**config.mk**
```make
export PLATFORM = sky130hd
export DESIGN_NAME = dmem_line_ctrl_flat
export DESIGN_NICKNAME = d
export VERILOG_FILES = /design/src/rtl/dmem_line_ctrl_if.sv /design/src/rtl/dmem_line_ctrl.sv /design/src/flat_wrapper.sv
export SDC_FILE = /design/constraint.sdc
export NUM_CORES = 1
export LEC_CHECK = 0
export ABC_AREA = 1
export BUFFER_PORTS_ARGS = -buffer_cell sky130_fd_sc_hd__clkbuf_2
export CAP_MARGIN = 20
export CORE_MARGIN = 2
export CORE_UTILIZATION = 40
export CTS_BUF_LIST = sky130_fd_sc_hd__clkbuf_8
export CTS_CLUSTER_SIZE = 30
export DETAILED_ROUTE_END_ITERATION = 8
export PLACE_DENSITY = 0.63
export SYNTH_ARGS = -nofsm -noshare
export SYNTH_HDL_FRONTEND = slang
export SYNTH_SLANG_ARGS = --single-unit
```
**constraint.sdc**
```tcl
create_clock -name clk -period 2.8 [get_ports clk]
set_clock_uncertainty 0.1 [all_clocks]
set_input_delay 0.28 -clock clk [delete_from_list [all_inputs] [get_ports clk]]
set_output_delay 0.28 -clock clk [all_outputs]
set_load 0.02 [all_outputs]
```
**src/rtl/dmem_line_ctrl_if.sv**
```systemverilog
// -----------------------------------------------------------------------------
// dmem_line_ctrl_if
//
// Purpose: bundles the cache-side request/response signals and the data-memory
// port of dmem_line_ctrl. Signal suffixes (_i/_o) are named from the
// controller's point of view.
//
// Modports:
//   master : the line controller (drives memory address/data/strobe, request
//            ready, completion pulse and refilled line).
//   slave  : the environment (cache issuing requests, memory returning data).
//
// Signals:
//   req_valid_i / req_ready_o   request handshake
//   req_wb_i / req_fill_i       request contains writeback / refill
//   wb_addr_i / fill_addr_i     line addresses (offset bits ignored)
//   wb_line_i                   line to write back, word i at [DW*i +: DW]
//   done_o                      one-cycle completion pulse
//   fill_line_o                 refilled line, same packing
//   mem_addr_o                  byte address to data memory
//   mem_write_data_o            store data
//   mem_write_en_o              store strobe
//   mem_funct3_o                access size (word)
//   mem_read_data_i             combinational read data for mem_addr_o
// -----------------------------------------------------------------------------
interface dmem_line_ctrl_if #(
  parameter int DATA_WIDTH     = 32,
  parameter int WORDS_PER_LINE = 4
);

  logic                                 req_valid_i;
  logic                                 req_ready_o;
  logic                                 req_wb_i;
  logic                                 req_fill_i;
  logic [DATA_WIDTH-1:0]                wb_addr_i;
  logic [DATA_WIDTH-1:0]                fill_addr_i;
  logic [DATA_WIDTH*WORDS_PER_LINE-1:0] wb_line_i;
  logic                                 done_o;
  logic [DATA_WIDTH*WORDS_PER_LINE-1:0] fill_line_o;
  logic [DATA_WIDTH-1:0]                mem_addr_o;
  logic [DATA_WIDTH-1:0]                mem_write_data_o;
  logic                                 mem_write_en_o;
  logic [2:0]                           mem_funct3_o;
  logic [DATA_WIDTH-1:0]                mem_read_data_i;

  modport master (
    input  req_valid_i,
    output req_ready_o,
    input  req_wb_i,
    input  req_fill_i,
    input  wb_addr_i,
    input  fill_addr_i,
    input  wb_line_i,
    output done_o,
    output fill_line_o,
    output mem_addr_o,
    output mem_write_data_o,
    output mem_write_en_o,
    output mem_funct3_o,
    input  mem_read_data_i
  );

  modport slave (
    output req_valid_i,
    input  req_ready_o,
    output req_wb_i,
    output req_fill_i,
    output wb_addr_i,
    output fill_addr_i,
    output wb_line_i,
    input  done_o,
    input  fill_line_o,
    input  mem_addr_o,
    input  mem_write_data_o,
    input  mem_write_en_o,
    input  mem_funct3_o,
    output mem_read_data_i
  );

endinterface

```
**src/rtl/dmem_line_ctrl.sv**
```systemverilog
// -----------------------------------------------------------------------------
// dmem_line_ctrl
//
// Purpose: line-transfer initiator between the data cache and the
// byte-addressable data memory. One request at a time is accepted in IDLE; it
// may write back a dirty line, refill a missing line, or both (writeback
// first). Each line is moved as back-to-back word accesses (funct3 = 3'b010),
// one word per clock, and a one-cycle done pulse marks completion.
//
// Parameters:
//   DATA_WIDTH      word width and memory address width
//   WORDS_PER_LINE  words per line, power of two >= 2
//
// Ports:
//   clk    rising-edge clock
//   rst_n  asynchronous active-low reset
//   bus    dmem_line_ctrl_if.master: request handshake, writeback line,
//          refilled line, completion pulse and the memory port
//
// Sequencing: IDLE -> [WB x WORDS_PER_LINE] -> [FILL x WORDS_PER_LINE] -> DONE
// -> IDLE. Memory strobe, address and store data are decoded from the state and
// word-counter flops only, so an asynchronous reset drops the strobe at once.
// -----------------------------------------------------------------------------
module dmem_line_ctrl #(
  parameter int DATA_WIDTH     = 32,
  parameter int WORDS_PER_LINE = 4
) (
  input  logic             clk,
  input  logic             rst_n,
  dmem_line_ctrl_if.master bus
);

  localparam int CNT_W  = $clog2(WORDS_PER_LINE);
  localparam int OFF_W  = $clog2(4 * WORDS_PER_LINE);
  localparam int LINE_W = DATA_WIDTH * WORDS_PER_LINE;

  localparam logic [CNT_W-1:0]      LAST_CNT   = CNT_W'(WORDS_PER_LINE - 1);
  // Clears the byte-within-line offset so every transfer starts on a line.
  localparam logic [DATA_WIDTH-1:0] ALIGN_MASK = {{(DATA_WIDTH-OFF_W){1'b1}}, {OFF_W{1'b0}}};

  typedef enum logic [1:0] {
    S_IDLE = 2'd0,
    S_WB   = 2'd1,
    S_FILL = 2'd2,
    S_DONE = 2'd3
  } state_t;

  // ---------------------------------------------------------------------------
  // State
  // ---------------------------------------------------------------------------
  state_t                state_q,     state_d;
  logic [CNT_W-1:0]      cnt_q,       cnt_d;
  logic [DATA_WIDTH-1:0] wb_base_q,   wb_base_d;
  logic [DATA_WIDTH-1:0] fill_base_q, fill_base_d;
  logic [LINE_W-1:0]     wb_line_q,   wb_line_d;
  logic                  do_fill_q,   do_fill_d;
  logic [LINE_W-1:0]     fill_line_q, fill_line_d;

  // The writeback flag only steers the IDLE exit, so it is never stored;
  // the fill flag is needed again when WB finishes.

  logic                  fill_capture;
  logic [DATA_WIDTH-1:0] word_offset;
  logic [DATA_WIDTH-1:0] wb_word [WORDS_PER_LINE];

  assign fill_capture = (state_q == S_FILL);

  // Byte offset of the current word inside the line (4 bytes per word).
  assign word_offset = {{(DATA_WIDTH-CNT_W-2){1'b0}}, cnt_q, 2'b00};

  // ---------------------------------------------------------------------------
  // Per-word views: unpack the latched writeback line and merge the word being
  // read this cycle into the refill line.
  // ---------------------------------------------------------------------------
  for (genvar gi = 0; gi < WORDS_PER_LINE; gi++) begin : g_words
    assign wb_word[gi] = wb_line_q[gi*DATA_WIDTH +: DATA_WIDTH];

    assign fill_line_d[gi*DATA_WIDTH +: DATA_WIDTH] =
      (fill_capture && (cnt_q == CNT_W'(gi))) ? bus.mem_read_data_i
                                              : fill_line_q[gi*DATA_WIDTH +: DATA_WIDTH];
  end

  // ---------------------------------------------------------------------------
  // Next-state logic
  // ---------------------------------------------------------------------------
  always_comb begin
    state_d     = state_q;
    cnt_d       = cnt_q;
    wb_base_d   = wb_base_q;
    fill_base_d = fill_base_q;
    wb_line_d   = wb_line_q;
    do_fill_d   = do_fill_q;

    case (state_q)
      S_IDLE: begin
        if (bus.req_valid_i) begin
          wb_base_d   = bus.wb_addr_i & ALIGN_MASK;
          fill_base_d = bus.fill_addr_i & ALIGN_MASK;
          wb_line_d   = bus.wb_line_i;
          do_fill_d   = bus.req_fill_i;
          cnt_d       = '0;
          if (bus.req_wb_i) begin
            state_d = S_WB;
          end else if (bus.req_fill_i) begin
            state_d = S_FILL;
          end else begin
            state_d = S_DONE;
          end
        end
      end

      S_WB: begin
        if (cnt_q == LAST_CNT) begin
          cnt_d   = '0;
          state_d = do_fill_q ? S_FILL : S_DONE;
        end else begin
          cnt_d = cnt_q + CNT_W'(1);
        end
      end

      S_FILL: begin
        if (cnt_q == LAST_CNT) begin
          cnt_d   = '0;
          state_d = S_DONE;
        end else begin
          cnt_d = cnt_q + CNT_W'(1);
        end
      end

      S_DONE: begin
        state_d = S_IDLE;
      end

      default: begin
        state_d = S_IDLE;
        cnt_d   = '0;
      end
    endcase
  end

  // ---------------------------------------------------------------------------
  // Registers
  // ---------------------------------------------------------------------------
  always_ff @(posedge clk or negedge rst_n) begin
    if (!rst_n) begin
      state_q     <= S_IDLE;
      cnt_q       <= '0;
      wb_base_q   <= '0;
      fill_base_q <= '0;
      wb_line_q   <= '0;
      do_fill_q   <= 1'b0;
      fill_line_q <= '0;
    end else begin
      state_q     <= state_d;
      cnt_q       <= cnt_d;
      wb_base_q   <= wb_base_d;
      fill_base_q <= fill_base_d;
      wb_line_q   <= wb_line_d;
      do_fill_q   <= do_fill_d;
      fill_line_q <= fill_line_d;
    end
  end

  // ---------------------------------------------------------------------------
  // Outputs, decoded from flops only
  // ---------------------------------------------------------------------------
  always_comb begin
    bus.req_ready_o      = (state_q == S_IDLE);
    bus.done_o           = (state_q == S_DONE);
    bus.mem_write_en_o   = (state_q == S_WB);
    bus.mem_funct3_o     = 3'b010;
    bus.fill_line_o      = fill_line_q;
    bus.mem_addr_o       = '0;
    bus.mem_write_data_o = '0;

    case (state_q)
      S_WB: begin
        bus.mem_addr_o       = wb_base_q + word_offset;
        bus.mem_write_data_o = wb_word[cnt_q];
      end
      S_FILL: begin
        bus.mem_addr_o = fill_base_q + word_offset;
      end
      default: begin
        bus.mem_addr_o       = '0;
        bus.mem_write_data_o = '0;
      end
    endcase
  end

endmodule
```
**src/flat_wrapper.sv**
```systemverilog
// flat-port wrapper written by rule: the top's interface ports become plain ports
module dmem_line_ctrl_flat 
#(
  parameter int DATA_WIDTH     = 32,
  parameter int WORDS_PER_LINE = 4
)
  (clk, rst_n, bus_req_valid_i, bus_req_ready_o, bus_req_wb_i, bus_req_fill_i, bus_wb_addr_i, bus_fill_addr_i, bus_wb_line_i, bus_done_o, bus_fill_line_o, bus_mem_addr_o, bus_mem_write_data_o, bus_mem_write_en_o, bus_mem_funct3_o, bus_mem_read_data_i);
  dmem_line_ctrl_if #(.DATA_WIDTH(DATA_WIDTH), .WORDS_PER_LINE(WORDS_PER_LINE)) bus_i ();
  input  logic clk;
  input  logic rst_n;
  input wire logic [$bits(bus_i.req_valid_i)-1:0] bus_req_valid_i;
  output wire logic [$bits(bus_i.req_ready_o)-1:0] bus_req_ready_o;
  input wire logic [$bits(bus_i.req_wb_i)-1:0] bus_req_wb_i;
  input wire logic [$bits(bus_i.req_fill_i)-1:0] bus_req_fill_i;
  input wire logic [$bits(bus_i.wb_addr_i)-1:0] bus_wb_addr_i;
  input wire logic [$bits(bus_i.fill_addr_i)-1:0] bus_fill_addr_i;
  input wire logic [$bits(bus_i.wb_line_i)-1:0] bus_wb_line_i;
  output wire logic [$bits(bus_i.done_o)-1:0] bus_done_o;
  output wire logic [$bits(bus_i.fill_line_o)-1:0] bus_fill_line_o;
  output wire logic [$bits(bus_i.mem_addr_o)-1:0] bus_mem_addr_o;
  output wire logic [$bits(bus_i.mem_write_data_o)-1:0] bus_mem_write_data_o;
  output wire logic [$bits(bus_i.mem_write_en_o)-1:0] bus_mem_write_en_o;
  output wire logic [$bits(bus_i.mem_funct3_o)-1:0] bus_mem_funct3_o;
  input wire logic [$bits(bus_i.mem_read_data_i)-1:0] bus_mem_read_data_i;
  assign bus_i.req_valid_i = bus_req_valid_i;
  assign bus_req_ready_o = bus_i.req_ready_o;
  assign bus_i.req_wb_i = bus_req_wb_i;
  assign bus_i.req_fill_i = bus_req_fill_i;
  assign bus_i.wb_addr_i = bus_wb_addr_i;
  assign bus_i.fill_addr_i = bus_fill_addr_i;
  assign bus_i.wb_line_i = bus_wb_line_i;
  assign bus_done_o = bus_i.done_o;
  assign bus_fill_line_o = bus_i.fill_line_o;
  assign bus_mem_addr_o = bus_i.mem_addr_o;
  assign bus_mem_write_data_o = bus_i.mem_write_data_o;
  assign bus_mem_write_en_o = bus_i.mem_write_en_o;
  assign bus_mem_funct3_o = bus_i.mem_funct3_o;
  assign bus_i.mem_read_data_i = bus_mem_read_data_i;
  dmem_line_ctrl #(.DATA_WIDTH(DATA_WIDTH), .WORDS_PER_LINE(WORDS_PER_LINE)) u_core (.clk(clk), .rst_n(rst_n), .bus(bus_i));
endmodule
```
# Word-level counts from Yosys, hierarchy flattened
# Cells that the tools add are included.
# op_classes
addsub	3
magnitude_cmp	1
eq_ne	9
muxes	15
bitwise	1
reduce_logical	11
# op_table
operator	count
32-bit 2-to-1 mux	3
32-bit by 4-bit adder with 32-bit output	2
32-bit binary-select mux with 2-bit select	1
32-bit one-hot mux with 2 select lines	1
2-bit 2-to-1 mux	6
2-bit equality test (second input constant)	4
2-bit one-hot mux with 4 select lines	1
2-bit by 1-bit equality test with 1-bit output (second input constant)	2
1-bit logical AND	4
2-bit logical NOT	2
2-bit != test (second input constant)	2
2-bit one-hot mux with 2 select lines	1
2-bit AND reduction	2
3-bit greater-or-equal comparator (second input constant)	1
2-bit inverter with 3-bit output	1
3-bit AND reduction	1
2-bit by 1-bit adder with 2-bit output (second input constant)	1
1-bit 2-to-1 mux	2
2-bit by 1-bit != test with 1-bit output (second input constant)	1
2-bit nonzero test	1
2-bit OR reduction	1
# word_totals
ff_bits	317
in_bits	229
out_inout_bits	198
wordCells	50

# Longest topological paths before layout
# Gate-level depths: netlist of run 1.
# depth
depth_word	5
ltp_mapped	9
depth_no_buf	8

# Worst setup path before layout of run 1
# No wires, ideal clock.
# synth_timing
path_kind	reg2out
start	reg u_core.state_q[0]
end	out bus_mem_addr_o[10]
t_arrival_ns	1.565
t_required_ns	2.420
slack_ns	0.855
stages_incl_launch_ff	8
n_path_buf	3
path_cell_list	dfrtp_1 -> inv_1 -> ha_1 -> buf_2 -> buf_2 -> buf_2 -> nand2_1 -> a21oi_1
# synth_via
elab_chain_len	2
word_cells_on_any_way	3
cone_classes	2 x eq/ne; 1 x mux
# synth_lines
item	line	text
start, declared	dmem_line_ctrl.sv:51	state_t state_q, state_d;
start signal, assigned	dmem_line_ctrl.sv:154	state_q <= state_d;
2-bit equality test or 2-bit by 1-bit equality test with 1-bit output (tied branches)	dmem_line_ctrl.sv:176	case (state_q)
32-bit one-hot mux with 2 select lines *	dmem_line_ctrl.sv:176	
end, declared	flat_wrapper.sv:20	output wire logic [$bits(bus_i.mem_addr_o)-1:0] bus_mem_addr_o;
# Every way passes the cells marked *; elsewhere a longest branch is shown, timed or not.

# Worst setup path in the final report of run 1
# layout_timing
start	reg u_core.state_q[1]
end	out bus_mem_write_data_o[14]
# layout_via
elab_chain_len	2
# layout_lines
item	line	text
2-bit by 1-bit equality test with 1-bit output	dmem_line_ctrl.sv:176	
32-bit 2-to-1 mux	dmem_line_ctrl.sv:176	
end, declared	flat_wrapper.sv:21	output wire logic [$bits(bus_i.mem_write_data_o)-1:0] bus_mem_write_data_o;
# No other way between the ends.

==> results of run 1 <==
[stage by stage]
| step | hold slack [ns] | power [uW] | cell area [sq um] | std cells | setup WS [ns] |
|---|---|---|---|---|---|
| 2_1_floorplan | -0.116 | 13900 | 13600 | 1636 | 0.855 |
| 3_3_place_gp | 0.237 | 17000 | 16200 | 2421 | 0.662 |
| 3_5_place_dp | 0.241 | 17300 | 16200 | 2421 | 0.642 |
| 4_1_cts | 0.188 | 21600 | 19400 | 2736 | 0.00152 |
| 5_1_grt | 0.202 | 23200 | 19400 | 2736 | 0.00552 |
| 6_report | 0.174 | 21500 | 19400 | 2736 | 0.134 |
[registers in the layout, summed over array words and instances (netlist names)]
register                flops
u_core.do_fill_q            1
u_core.state_q              2
u_core.wb_base_q           28
u_core.cnt_q                2
u_core.bus.fill_line_o    128
u_core.wb_line_q          128
u_core.fill_base_q         28
[placed cells by master (no fill, tap or decap), types with 3 or more instances in the layout]
cell / n
nand2_2: 4
clkinv_2: 3
a21oi_1: 189
ha_1: 9
dlygate4sd3_1: 219
buf_12: 10
dfrtp_1: 316
nand3_1: 122
nand2_1: 435
buf_4: 22
conb_1: 5
clkbuf_2: 412
inv_1: 190
nor2_1: 136
o21ai_0: 133
clkbuf_8: 67
nor3_1: 3
[what timing repair did]
action / in CTS / in global routing
buffers inserted: 2 / 0
setup endpoints to repair: 1 / 29
resized for setup: 1 / 5
hold endpoints to repair: 387 / 0
hold buffers: 219 / 0
[worst paths after layout]
kind | to | startpoint | slack (ns) | cells past startpoint
max | bus_mem_write_data_o[14] | u_core.state_q[1] | 0.13 | 7
min | u_core.wb_line_q[109] | rst_n | 0.17 | 2
max reg2reg | u_core.wb_line_q[76] | u_core.state_q[1] | 0.67 | 6
min reg2reg | u_core.fill_base_q[7] | u_core.fill_base_q[7] | 0.37 | 2
max in group asynchronous | u_core.cnt_q[0] | rst_n | 1.57 | 3
min in group clk | u_core.wb_base_q[26] | bus_req_valid_i | 0.29 | 4
[cell usage after synthesis (all sizes together) (2+ instances only)]
cell type  number
nor3            3
inv           170
a21oi         189
o21ai         133
buf            75
dfrtp         317
nand2         440
ha             11
clkbuf         34
nor2          136
nand3         122
conb            2
[power groups by stage]
stage	logic (uW)	registers (uW)	clock network, uW
floorplan	5080	8810	0
global placement	9310	7720	0
detailed placement	9460	7810	0
CTS	9770	7760	4100
global route	10800	8000	4330
finish	9760	7780	4000
[cells by family after synthesis]
| logic type | Yosys count | synth area share |
|---|---|---|
| DFF | 317 | 0.582 |
| other | 2 | 0.000551 |
| AOI/OAI and AO/OA | 322 | 0.118 |
| buffers and inverters | 280 | 0.0844 |
| adders and majority gates | 11 | 0.0101 |
| and+or+nand+nor | 701 | 0.205 |
[cell type report]
class,count,area share
sequential,317,0.408
timing repair buffer,667,0.240
multi-input combinational,1039,0.236
clock buffer,67,0.0474
inverter,171,0.0332
tap,448,0.0288
clock inverter,27,0.00605
[critical path: cells and delay by family, from the launching register on]
kind | cells | cell delay [ns]
compound gates | 1 | 0.17
fa+ha+maj | 1 | 0.26
flops | 1 | 0.44
buf+inv | 5 | 0.84
[layer usage]
metal / part of all wire / vias up / track usage
met2: 0.48 / 523 / 0.395
li1: - / 6350 / -
met3: 0.075 / 97 / 0.0542
met5: 0 / - / 0
met1: 0.42 / 6173 / 0.304
met4: 0.031 / 0 / 0.0944
==> metrics.cfg, run 1 <==
[outcome]
outcome=finished clean

[place]
dpl.hpwl_um=26500
gp_routability_congestion=0.864
io_buffers=413

[critical_path]
crit_path_start_kind=register
end_kind=primary output
cpPeakStageDelay_ns=0.44
cp_data_required_time_ns=2.42
worstPathMaxFanout=10
arrival_ns=2.29
cp_slowest_cell=dfrtp_1
path_class=register to primary output
path_cells=inv_1, ha_1, clkinvlp_4, buf_12, buf_4, a21oi_1, clkbuf_2

[clocking]
cts_tree=done
htreeDepth=2
clk_latency_ns=0.58
root_buffer=clkbuf_8
path_clk_slew_ns=0.06
tritoncts.num_buffers=53
cts_buffer_depth=3
cts_sinks=317

[yosys]
yosys.area.top_type_share=0.582
synth-edff-count=0
avgSynthCellArea_sq_um=8.35
yosysSeqAreaShare=0.582
synth_ff_type=dfrtp_1
synth_cells=1633
syn_area_sq_mm=0.0136
synthArstFlopShare=1.00
yosysUniqueCellTypes=16
yosys-top-cells-area=dfrtp_1 58%, nand2_1 12%, a21oi_1 6.9%, o21ai_0 4.9%, inv_1 4.7%
synth_area_leader_cell=dfrtp_1
synth-seq-cells=317
ys_warn_count=0

[layout]
num_antenna_cells=0
multiInputGateArea_sq_mm=0.00459
final_layout_size_suffix_gt1_frac=0.232
register_area_sq_mm=0.00793
fin_nets=2489
final_core_util=0.580
area_growth_pct=42.6
nFillCells=2948

[power_and_ir_drop]
seqPwrFrac=0.361
switching_share=0.436
powerDensity_mw_per_mm2=1110
power_frac_comb=0.453
clockPowerShare=0.186
leakage_uw=0.0105
p_sw_uw=9390
p_int_uw=12200
peakVddDrop_mv=0.699

[flow_run]
maxCapViolations=0

[sta]
period_share=0.952
setup_viol=0
fin_crit_ns=2.67
slew_violations=0
fin_setup_tns_ns=0
clock.fmax_ghz=0.375
slew_headroom=0.548
rsz0062_at_grt=no
finalHoldViolCount=0
tightest_slew_ns=0.677

[route]
wl_per_cell_um=15.6
wl_um=42600
antenna_left=0
num_vias=13100
drt_iter0_drc=798
drc=0
dr.pass1.iters=7
vias_per_cell=4.80

[die]
fp.dieH_um=189
die_w_um=189
pin_count=427
rows=67
coreArea_sq_mm=0.0335
dieArea_sq_mm=0.0356
start_util=0.406

[grt]
grt_usage=0.238
overflow=0
grt_pass1_vias=13300
grt_pass1_wl_um=68600
grt_max_degree=81
antenna_found_initial=0

[worst_hold_path]
hold_path_class=input pin to asynchronous set/reset pin

No activity file was read; power rests on OpenSTA's default activity.
==> run 2, diff against run 1 <==
--- a/config.mk
+++ b/config.mk
@@ -8,12 +8,12 @@
 export ABC_AREA = 1
 export BUFFER_PORTS_ARGS = -buffer_cell sky130_fd_sc_hd__clkbuf_2
 export CAP_MARGIN = 20
-export CORE_MARGIN = 2
-export CORE_UTILIZATION = 40
+export CORE_AREA = 2 2 168 170
 export CTS_BUF_LIST = sky130_fd_sc_hd__clkbuf_8
 export CTS_CLUSTER_SIZE = 30
 export DETAILED_ROUTE_END_ITERATION = 8
-export PLACE_DENSITY = 0.63
+export DIE_AREA = 0 0 170 172
+export PLACE_DENSITY = 0.76
 export SYNTH_ARGS = -nofsm -noshare
 export SYNTH_HDL_FRONTEND = slang
 export SYNTH_SLANG_ARGS = --single-unit
==> run 2 against run 1 <==
  * Clock power is 2% higher
  * Sequential power rose by 1%
  * Register-to-register slack better by 0.04 ns
  * Maximum frequency about the same
  * Non-clock buffer count decreased by 3
  * Via count is 6.3% higher
  * Largest power group unchanged
==> metrics.cfg, run 2 (synthesized netlist as in run 1, its figures left out) <==
[critical_path]
crit_path_start_kind=register
path_class=register to primary output
worstPathMaxFanout=32
arrival_ns=2.29
cp_data_required_time_ns=2.42
end_kind=primary output

[layout]
final_layout_size_suffix_gt1_frac=0.232
final_core_util=0.703
stdcell_area_sq_mm=0.0193
fin_nets=2485
nFillCells=2013
area_growth_pct=41.6
most-common-layout-cells=435 x nand2_1, 412 x clkbuf_2, 316 x dfrtp_1
layout_commonest_cell=nand2_1

[sta]
fin_setup_tns_ns=0
slew_headroom=0.566
period_share=0.953
slew_violations=0
fin_crit_ns=2.67
tightest_slew_ns=0.651
rsz0062_at_grt=no
setup_viol=0
finalHoldViolCount=0
clock.fmax_ghz=0.375

[clocking]
clk_latency_ns=0.56
root_buffer=clkbuf_8
path_clk_slew_ns=0.06
htreeDepth=2
tritoncts.num_buffers=52
cts_sinks=317
cts_tree=done
cts_buffer_depth=3

[power_and_ir_drop]
power_frac_comb=0.455
switching_share=0.446
seqPwrFrac=0.359
powerDensity_mw_per_mm2=1140
peakVddDrop_mv=0.745
leakage_uw=0.0104
p_sw_uw=9790
p_int_uw=12100
clockPowerShare=0.186

[outcome]
outcome=finished clean

[grt]
antenna_found_initial=3
overflow=0
grt_pass1_vias=14100
grt_usage=0.310
grt_pass1_wl_um=71700
grt_max_degree=77

[route]
wl_um=46100
antenna_left=0
vias_per_cell=5.29
wl_per_cell_um=17.5
drc=0
dr.pass1.iters=6
drt_iter0_drc=1365
num_vias=14000

[place]
place_area_sq_mm=0.0160
gp_routability_congestion=0.885
io_buffers=413
dpl.hpwl_um=26200

[die]
fp.dieH_um=172
die_w_um=170
pin_count=427
dieArea_sq_mm=0.0292
start_util=0.496
rows=61
coreArea_sq_mm=0.0275

[worst_hold_path]
hold_path_class=input pin to register

[flow_run]
maxCapViolations=0

run 2: worst paths after layout:
check                                      from                          to  slack [ns]  depth (start not counted)
setup / recovery                u_core.cnt_q[1]     bus_mem_write_data_o[0]        0.13                          5
hold / removal                  bus_req_valid_i        u_core.wb_line_q[87]        0.21                          3
setup reg to reg                u_core.cnt_q[1]  u_core.bus.fill_line_o[97]        0.71                          6
hold reg to reg            u_core.wb_base_q[12]        u_core.wb_base_q[12]        0.37                          2
max in group asynchronous                 rst_n  u_core.bus.fill_line_o[20]        1.54                          3
min in group asynchronous                 rst_n        u_core.wb_line_q[74]        0.22                          2
run 2: worst max-delay path: stages (launching register included):
cell and delay (ns):
dfrtp_1 0.38, clkinv_1 0.12, buf_4 0.43, nand3_1 0.14
a21oi_1 0.39, clkbuf_2 0.26
run 2: timing repair:
item	in CTS	in global routing
endpoints found under the setup margin	0	19
buffers inserted	0	1
resized for setup	0	4
endpoints found under the hold margin	384	0
hold buffers	219	0
run 2: area by class of cell:
class	count	area, sq um	area share
Sequential cell	317	7930	0.411
Timing Repair Buffer	664	4630	0.240
Multi-Input combinational cell	1039	4590	0.238
Clock buffer	67	922	0.0478
Inverter	171	646	0.0334
Tap cell	346	433	0.0224
Clock inverter	30	140	0.00726
Antenna cell	5	12.5	0.000648
run 2: power groups by stage:
stage | Clock (uW) | Combinational (uW) | Sequential, uW
6_report | 4070 | 9980 | 7880
5_1_grt | 4360 | 10900 | 8060
4_1_cts | 4090 | 9680 | 7770
3_5_place_dp | 0 | 9410 | 7810
3_3_place_gp | 0 | 9130 | 7720
2_1_floorplan | 0 | 5080 | 8810
run 2: layer usage:
metal,share of wire,track usage,vias up
met3,0.082,0.0808,215
met2,0.49,0.518,810
met1,0.37,0.365,6579
li1,-,-,6361
met5,0.00028,0,-
met4,0.055,0.179,2
run 2: metrics by stage:
| stage | hold slack [ns] | setup WS, ns | total power (uW) | std cells |
|---|---|---|---|---|
| CTS | 0.182 | 0.0655 | 21500 | 2633 |
| floorplan | -0.116 | 0.855 | 13900 | 1636 |
| global placement | 0.219 | 0.738 | 16800 | 2317 |
| finish | 0.215 | 0.132 | 21900 | 2639 |
| global route | 0.244 | 0.00977 | 23300 | 2636 |
| detailed placement | 0.220 | 0.673 | 17200 | 2317 |
==> run 3, diff against run 2 <==
==> constraint.sdc (replaced) <==
create_clock -name clk -period 3.41 [get_ports clk]
set_clock_uncertainty 0.1 [all_clocks]
set_input_delay 0.341 -clock clk [delete_from_list [all_inputs] [get_ports clk]]
set_output_delay 0.341 -clock clk [all_outputs]
set_load 0.02 [all_outputs]
==> run 3 against run 2 <==
  * Global-route usage down 0.14 points
  * Die area unchanged
  * Non-clock buffer count down 6
  * Sequential share of layout area up 0.22 points
  * Wire length down 1.2%
  * Cell count down 0.27%
  * Sequential cell count unchanged
  * Via count down 1.5%
  * Utilization down 0.37 points
  * Clock-buffer cell count down 6
  * Worst setup slack better by 0.25 ns
==> metrics.cfg, run 3 (synthesized netlist as in run 1, its figures left out) <==
[layout]
nFillCells=2060
stdcell_count=2632
area_growth_pct=40.9
most-common-layout-cells=435 x nand2_1, 412 x clkbuf_2, 316 x dfrtp_1
stdcell_area_sq_mm=0.0192
final_layout_size_suffix_gt1_frac=0.230
fin_nets=2478
layout_commonest_cell=nand2_1

[grt]
grt_max_degree=120
overflow=0
antenna_found_initial=6
grt_pass1_wl_um=71400
grt_pass1_vias=14100
grt_usage=0.309

[sta]
slew_headroom=0.452
setup_viol=0
period_share=0.887
fin_crit_ns=3.03
fin_setup_tns_ns=0
tightest_slew_ns=0.822
clock.fmax_ghz=0.331
finalHoldViolCount=0
holdWs_ns=0.0328
slew_violations=0
rsz0062_at_grt=no

[power_and_ir_drop]
p_int_uw=9960
p_sw_uw=7920
power.total_uw=17900
powerDensity_mw_per_mm2=931
clockPowerShare=0.190
power_frac_comb=0.450
peakVddDrop_mv=0.578
leakage_uw=0.0104
switching_share=0.443
seqPwrFrac=0.360

[route]
drc=0
wl_per_cell_um=17.3
route.met3.wl_um=3880
highest_layer=met4
dr.pass1.iters=7
vias_per_cell=5.23
wl_um=45500
met1_length_um=17200
num_vias=13800
drt_iter0_drc=1372
antenna_left=0
wl_met2_um=21900

[die]
rows=61
fp.dieH_um=172
start_util=0.496
die_w_um=170
dieArea_sq_mm=0.0292
pin_count=427
coreArea_sq_mm=0.0275

[clocking]
cts_setup_buffers=0
cts_buffer_depth=3
post_cts_resized=0
cts_tree=done
htreeDepth=2
path_clk_slew_ns=0.06
clk_latency_ns=0.58
tritoncts.num_buffers=51
cts_sinks=317
root_buffer=clkbuf_8

[flow_run]
maxCapViolations=0

[critical_path]
cp_data_required_time_ns=2.97
arrival_ns=2.58
path_class=register to primary output
crit_path_start_kind=register
end_kind=primary output
worstPathMaxFanout=32

[place]
io_buffers=413
dpl.hpwl_um=25600
dp.cells=2314
gp_routability_congestion=0.869
place_area_sq_mm=0.0159

[worst_hold_path]
hold_path_class=input pin to register

[outcome]
outcome=finished clean

## run 3: cell count changes in the layout (fill, tap and decap cells not counted), sizes merged
cell         delta
clkbuf          -6
clkinvlp        -1
dlygate4sd3     -2
buf             -4
clkinv          +3
inv             -2
bufinv          +3
diode           +2
## run 3: per-layer routing
layer,up-vias,track usage
met5,-,0
met4,0,0.179
met3,223,0.0767
met2,789,0.516
met1,6402,0.366
li1,6341,-
## run 3: power by group through the flow
stage / sequential, uW / combinational, uW / clock [uW]
floorplan: 7240 / 4170 / 0
CTS: 6370 / 7870 / 3450
finish: 6440 / 8040 / 3410
global route: 6610 / 8860 / 3620
detailed placement: 6410 / 7650 / 0
global placement: 6330 / 7450 / 0
## run 3: through the flow
step / utilization / setup slack, ns
after floorplan: - / 1.40
after global placement: 0.580 / 1.12
after detailed placement: 0.580 / 1.09
after CTS: 0.698 / 0.467
after global routing: 0.699 / 0.294
final: 0.699 / 0.385
## run 3: critical path: stages (launching register included)
cell and delay, ns:
dfrtp_1 0.43, inv_1 0.14, ha_1 0.20, buf_4 0.22, inv_1 0.06, buf_4 0.27, a21oi_1 0.42, clkbuf_2 0.26
## run 3: path summary, 6_finish.rpt
check / from / to / slack (ns) / depth (start not counted)
max: u_core.state_q[1] / bus_mem_write_data_o[14] / 0.38 / 7
max reg2reg: u_core.state_q[0] / u_core.wb_line_q[121] / 0.98 / 6
min reg2reg: u_core.fill_base_q[16] / u_core.fill_base_q[16] / 0.37 / 2
max in group asynchronous: rst_n / u_core.wb_line_q[88] / 2.06 / 3
min: bus_req_wb_i / u_core.state_q[1] / 0.03 / 6
min in group asynchronous: rst_n / u_core.wb_line_q[97] / 0.27 / 2
## run 3: cell type report
class,count,area (sq um),share of cell area
inverters,171,642,0.0334
diodes,7,17.5,0.000912
clock buffers,61,840,0.0437
flip-flops and latches,317,7930,0.413
clock inverters,33,231,0.0121
well taps,346,433,0.0225
repair buffers,658,4520,0.235
multi-input cells,1039,4580,0.239
## run 3: repair_timing
item,in CTS,in global routing
hold endpoints to repair,389,0
endpoints found under the setup margin,0,0
hold buffers,217,0
